### config.mk
export PLATFORM = sky130hd
export DESIGN_NAME = ctrl_desplazador
export DESIGN_NICKNAME = d
export VERILOG_FILES = /design/src/rtl/desplazador_defs.sv /design/src/rtl/paso_desplazamiento.sv /design/src/rtl/ctrl_desplazador.sv
export SDC_FILE = /design/constraint.sdc
export NUM_CORES = 1
export LEC_CHECK = 0
export BUFFER_PORTS_ARGS = -buffer_cell sky130_fd_sc_hd__buf_4
export CAP_MARGIN = 20
export CORE_AREA = 2 2 93 95
export DETAILED_ROUTE_END_ITERATION = 12
export DIE_AREA = 0 0 95 97
export PLACE_DENSITY = 0.68
export SLEW_MARGIN = 20
export SYNTH_ARGS = -nofsm -noshare
export SYNTH_HDL_FRONTEND = slang
export SYNTH_SLANG_ARGS = --single-unit
### constraint.sdc
create_clock -name clk -period 2.4 [get_ports clk]
set_input_delay 0.48 -clock clk [delete_from_list [all_inputs] [get_ports clk]]
set_output_delay 0.48 -clock clk [all_outputs]
set_load 0.02 [all_outputs]
### src/rtl/desplazador_defs.sv
// Shared widths, FSM encoding and step-size legality for the shift sequencer.
package desplazador_defs;

  localparam int ANCHO      = 32;
  localparam int ANCHO_CANT = 5;

  typedef enum logic [1:0] {
    REPOSO   = 2'd0,
    DESPLAZA = 2'd1,
    ENTREGA  = 2'd2
  } estado_t;

  function automatic bit paso_legal(int p);
    return (p == 1) || (p == 2) || (p == 4) ||
           (p == 8) || (p == 16);
  endfunction

endpackage

### src/rtl/paso_desplazamiento.sv
// One step of the iterative shifter: shifts d by k (0..PASO) positions.
module paso_desplazamiento
  import desplazador_defs::*;
#(
  parameter int PASO = 4
) (
  input  logic [ANCHO-1:0]      d,
  input  logic [ANCHO_CANT-1:0] k,
  input  logic                  izquierda,
  input  logic                  con_signo,
  output logic [ANCHO-1:0]      q
);

  // Only constant shifts up to PASO are built, keeping the mux small.
  always_comb begin
    q = d;
    for (int i = 1; i <= PASO; i++) begin
      if (k == ANCHO_CANT'(i)) begin
        if (izquierda)
          q = d << i;
        else if (con_signo)
          q = $signed(d) >>> i;
        else
          q = d >> i;
      end
    end
  end

endmodule

### src/rtl/ctrl_desplazador.sv
// Multi-cycle SLL/SRL/SRA sequencer with valid/ready request and result.
module ctrl_desplazador
  import desplazador_defs::*;
#(
  parameter int PASO = 4
) (
  input  logic                  clk,
  input  logic                  rst,
  input  logic                  sol_valida,
  output logic                  sol_lista,
  input  logic [ANCHO-1:0]      a,
  input  logic [ANCHO_CANT-1:0] b,
  input  logic                  izquierda,
  input  logic                  con_signo,
  output logic                  res_valido,
  input  logic                  res_listo,
  output logic [ANCHO-1:0]      Y,
  output logic                  ocupado
);

  localparam logic [ANCHO_CANT-1:0] PASO_K =
    ANCHO_CANT'(PASO);

  estado_t               estado_q, estado_d;
  logic [ANCHO-1:0]      y_q, y_d, y_paso;
  logic [ANCHO_CANT-1:0] rest_q, rest_d, k;
  logic                  izq_q, izq_d;
  logic                  sig_q, sig_d;

  assign k = (rest_q < PASO_K) ? rest_q : PASO_K;

  paso_desplazamiento #(
    .PASO(PASO)
  ) u_paso (
    .d        (y_q),
    .k        (k),
    .izquierda(izq_q),
    .con_signo(sig_q),
    .q        (y_paso)
  );

  assign sol_lista  = (estado_q == REPOSO) && !rst;
  assign res_valido = (estado_q == ENTREGA);
  assign ocupado    = (estado_q != REPOSO);
  assign Y          = y_q;

  always_comb begin
    estado_d = estado_q;
    y_d      = y_q;
    rest_d   = rest_q;
    izq_d    = izq_q;
    sig_d    = sig_q;
    case (estado_q)
      REPOSO: begin
        if (sol_valida && sol_lista) begin
          y_d      = a;
          rest_d   = b;
          izq_d    = izquierda;
          sig_d    = con_signo;
          estado_d = (b == '0) ? ENTREGA : DESPLAZA;
        end
      end
      DESPLAZA: begin
        y_d    = y_paso;
        rest_d = rest_q - k;
        if (rest_q == k)
          estado_d = ENTREGA;
      end
      ENTREGA: begin
        if (res_listo)
          estado_d = REPOSO;
      end
      default: estado_d = REPOSO;
    endcase
  end

  always_ff @(posedge clk) begin
    if (rst) begin
      estado_q <= REPOSO;
      y_q      <= '0;
      rest_q   <= '0;
      izq_q    <= 1'b0;
      sig_q    <= 1'b0;
    end else begin
      estado_q <= estado_d;
      y_q      <= y_d;
      rest_q   <= rest_d;
      izq_q    <= izq_d;
      sig_q    <= sig_d;
    end
  end

endmodule

=== After elaboration in Yosys (flattened, before gate mapping) ===
Cells that the tools add are included.

* Logic and storage cells: 57
* Bits in registers: 41
* Bits in latches: 0
* Memories kept: 0
* Memory bits (writable): 0
* Input port bits: 43
* Memory bits (read-only): 0
* Output and inout port bits: 35

* Muxes and demuxes: 22
* $mul: 0
* Eq/ne operators: 15
* Shifts and indexed selects: 0
* Order comparisons: 1
* $add $sub $neg: 1
* Bitwise operators: 0
* Reduce and logical (&&, ||, !) cells: 12
* Divide/modulo/power cells: 0

{| class="wikitable"
|+ Operators with widths
! cell !! number
|-
| $mux 32 || 13
|-
| $pmux 32 s2 || 1
|-
| $ne 4x4->1 const B || 4
|-
| $eq 5x2->1 const B || 2
|-
| $mux 5 || 2
|-
| $pmux 5 s2 || 1
|-
| $mux 2 || 4
|-
| $reduce_and 7->1 || 1
|-
| $pmux 2 s3 || 1
|-
| $reduce_and 3->1 || 2
|-
| $eq 5x1->1 const B || 1
|-
| $eq 5x3->1 const B || 1
|-
| $eq 5x5->1 || 1
|-
| $logic_not 5->1 || 1
|-
| $lt 5x3->1 const B || 1
|-
| $ne 5x1->1 const B || 1
|-
| $sub 5x5->5 || 1
|-
| $ne 2x1->1 const B || 2
|-
| $reduce_and 2->1 || 2
|-
| $reduce_bool 2->1 || 2
|-
| $eq 2x1->1 const B || 1
|-
| $eq 2x2->1 const B || 1
|-
| $logic_and 1x1->1 || 2
|-
| $logic_not 2->1 || 1
|-
| 2 further kinds || 2
|}

=== Depth between registers and ports, before layout ===
* Depth after elaboration: 8
* Mapped depth: 10
* Mapped depth without buffers: 7

=== Modules after synthesis ===
A second synthesis with hierarchy kept.

* Cell total of the unflattened synthesis: 602
* Area total of the unflattened synthesis: 4222.8 sq um

{| class="wikitable"
|+ Modules (own cells, without submodules)
! module !! cells each !! sequential area each (sq um) !! area each (sq um) !! times used
|-
| paso_desplazamiento || 352 || 0.0 || 2252.2 || 1
|-
| ctrl_desplazador || 250 || 820.8 || 1970.6 || 1
|}

=== Worst setup path after synthesis ===
Ideal clock, no wire load.

* Path kind: register to register
* From: reg rest_q[3]
* To: reg rest_q[2]
* Slack: 0.417 ns
* Buffers on the path: 3
* Stages on the path, launching flop included: 10
* Required time: 2.266 ns
* Arrival: 1.849 ns
* Cells stage by stage: dfxtp_1 > buf_2 > or3_1 > buf_2 > buf_2 > nand2_1 > ha_1 > or4_1 > nand4_1 > a211oi_1

* Word-level cells in the longest chain between the ends: 4

{| class="wikitable"
|+ Ends and longest elaborated chain
! item !! RTL line !! text
|-
| from (decl) || ctrl_desplazador.sv:26 || <nowiki>logic [ANCHO_CANT-1:0] rest_q, rest_d, k;</nowiki>
|-
| from (signal assigned) || ctrl_desplazador.sv:87 || <nowiki>rest_q <= rest_d;</nowiki>
|-
| $lt 5x3->1 || ctrl_desplazador.sv:30 || <nowiki>assign k = (rest_q < PASO_K) ? rest_q : PASO_K;</nowiki>
|-
| $mux 5 || ctrl_desplazador.sv:30 ||
|-
| $sub 5x5->5 || ctrl_desplazador.sv:65 || <nowiki>rest_d = rest_q - k;</nowiki>
|-
| $pmux 5 s2 || ctrl_desplazador.sv:53 || <nowiki>case (estado_q)</nowiki>
|}

Every way passes these cells.
A chain may end at the register's enable or synchronous reset.

=== Worst setup path after layout ===
* From: reg rest_q[1]
* To: reg y_q[1] (netlist: Y[1])

* Word-level cells in the longest chain between the ends: 7
* Elaborated cells between the ends (all ways): 12
* Those cells by class: 1 x order compare; 5 x eq/ne; 5 x mux; 1 x reduce/logical

{| class="wikitable"
|+ Ends and longest elaborated chain
! item !! RTL line !! text
|-
| $lt 5x3->1 || ctrl_desplazador.sv:30 ||
|-
| $mux 5 * || ctrl_desplazador.sv:30 ||
|-
| $eq 5x2->1 || paso_desplazamiento.sv:18 || <nowiki>if (k == ANCHO_CANT'(i)) begin</nowiki>
|-
| $mux 32 (3 in a row) || paso_desplazamiento.sv:18 ||
|-
| $pmux 32 s2 || ctrl_desplazador.sv:53 ||
|-
| to (signal assigned) || ctrl_desplazador.sv:86 || <nowiki>y_q <= y_d;</nowiki>
|-
| to (decl) || ctrl_desplazador.sv:25 || <nowiki>logic [ANCHO-1:0] y_q, y_d, y_paso;</nowiki>
|}

Every way passes the cells marked *; elsewhere a longest branch is shown, timed or not.

==> metrics <==
status=finished clean; DIE AREA=0.009215 mm2; Setup Skew=0.005577 ns; Hold Fails Final Rpt=0; Clock Root Buffer=clkbuf_8; clock period minus worst slack=2.018 ns; slowest CP cell=or4b_4; clock power share=15.2%; Worst VDD drop=346.2 uV; Mapped Area=0.003980 mm2; row count=33; initial antenna violation count=0; hold_buf cts=0; clk slew on worst S/H paths=0.08 ns; PnR worst setup slack=0.3819 ns; vias in the first global route=3875; most frequent cells in the layout=buf_4, a21oi_1, nand2_1, mux2i_1, nand3_1; Post-CTS Setup Inserts=0; DRC violations left=0; Post-synth EDFFs=0; fin nets=577; mean post-synth cell area=8.206 um2; cts repair resizes=0; final instance area=0.004687 mm2; ys flop type=dfxtp_1; Logic pwr share=49.3%; Synth cell types=45; Initial DRC Count=463; CP Max Fanout=57; Slew Limit Fails=0; pin count of the biggest net entering global routing=58; unrepaired setup endpoints after global routing=false; Net Sw Frac=45.61%; post-DR wirelength/cell=20.01 um; Tcrit/Tclk final=84.09%; post-DP HPWL=8.319 mm; GRT overflow=0; Req. time, crit path=2.61 ns; Die W=95 um; clk_lat worst skew=0.29 ns; total power=3.206 mW; Syn Inst Count=485; relative slew slack=47.56%; Inst Count DP=631; Post-DP Area=0.004597 mm2; Pint=1.743 mW; Hold Slack=0.4327 ns; PD cells=683.9 mW/mm2; asr flop ratio synth=0%; layout cells sized above 1=26.40%; max-cap viol count=0; Crit Path Class=register to register; drt first pass iters=5; Least-Margin Pin Slew=0.7867 ns; Post-Route WL=12.78 mm; CTS buffer count=5; post-synthesis sequential area ratio=20.62%; max incr delay on CP=0.80 ns; total track usage=27.99%; Startpoint Class=register; I/O pins=78; clock buffer depth=2; total core area=0.008134 mm2; FMAX=0.4955 GHz; Setup crit end kind=register; Yosys Warn Count=0; IO Port Bufs=77; chain of cells forming the critical path=or4b_4 -> nor3_2 -> o21ai_1 -> a311oi_1; Final Core Density=57.62%; Leak=1.690 nW; Yosys reg bits=41; final setup TNS=0 ns; n_diodes=0; CTS tree=done; H-tree levels=2; CP Data Arrival Time=2.23 ns; Vias=4295; Synth Net Count=529; CTS Sinks=41; P_sw=1.462 mW; DIE HEIGHT=97 um; Flop pwr share=35.4%; pre-CTS setup slack=0.4257 ns; Area Overhead vs Synth=17.76%; Initial Util=48.93%; Final setup violation count=0; antenna viol nets, final=0; Via density=6.721; GPL Wtd Cong=0.8592; first-pass GRT wire length=20.85 mm; Non-Filler Instances=639; HP Class=input pin to register; most common cell after layout, fill and taps aside=buf_4
## worst max-delay path: cells and delay by family, from the launching register on
family / cells / cell delay, ns
and+or+nand+nor: 2 / 1.03
DFF: 1 / 0.53
AOI/OAI and AO/OA: 2 / 0.34
## synth_stat cells, drive strengths merged, types with 2 or more instances
master	n	area (um2)
nand3b	2	15.01
mux4	26	585.6
nand2b	7	43.79
buf	29	165.2
o22ai	2	12.51
clkbuf	28	105.1
inv	5	18.77
mux2i	50	500.5
a21oi	72	364.1
nor2	10	40.04
nand3	40	200.2
a31oi	2	12.51
nand4	2	12.51
o21ai	6	30.03
nor3	4	30.03
mux2	2	22.52
dfxtp	41	820.8
and4	3	26.28
nand2	65	244.0
nor2b	3	18.77
o211ai	29	217.7
a211oi	6	45.04
nor4	2	12.51
a21o	3	22.52
a311oi	33	289.0
nor4b	2	32.53
## sequential cells by signal, indices dropped and copies added (netlist names)
name      count
sig_q         1
estado_q      2
izq_q         1
rest_q        5
Y            32
## path summary, 6_finish.rpt
path	from	to	slack, ns	cells after the start
hold / removal	izquierda	izq_q	0.43	3
hold reg to reg	rest_q[0]	rest_q[0]	0.53	2
setup / recovery	rest_q[1]	Y[1]	0.38	4
setup reg to reg	rest_q[1]	Y[1]	0.38	4
## metal layers
| metal | up-vias | global-route usage (%) | share of wire [%] |
|---|---|---|---|
| li1 | 1967 | - | - |
| met1 | 2011 | 41.25 | 42 |
| met2 | 286 | 42.39 | 46 |
| met3 | 31 | 4.439 | 9.5 |
| met4 | 0 | 7.358 | 2.2 |
| met5 | - | 0 | 0 |
## power by group through the flow
stage / combinational (mW) / sequential [mW] / clock (mW)
2_1_floorplan: 1.09 / 1.07 / 0
3_3_place_gp: 1.55 / 1.13 / 0
3_5_place_dp: 1.57 / 1.14 / 0
4_1_cts: 1.58 / 1.12 / 0.502
5_1_grt: 1.73 / 1.16 / 0.523
6_report: 1.58 / 1.14 / 0.488
## logic make-up after synthesis
kind of cell / count (synthesis) / synth area share [%]
other: 1 / 0.09422
muxes: 78 / 27.85
AOI/OAI and AO/OA: 157 / 25.81
buffers and inverters: 62 / 7.262
adders and majority gates: 1 / 0.3143
DFF: 41 / 20.62
and+or+nand+nor: 145 / 18.04
## area by class of cell
cell class | count | area [um2]
clock buffers | 8 | 90.09
fillers | 759 | 3447
inverters | 5 | 18.77
multi-input cells | 382 | 2873
flip-flops and latches | 41 | 825.8
well taps | 105 | 131.4
repair buffers | 98 | 748.2
Note: power is estimated with default switching activity, not from simulation.
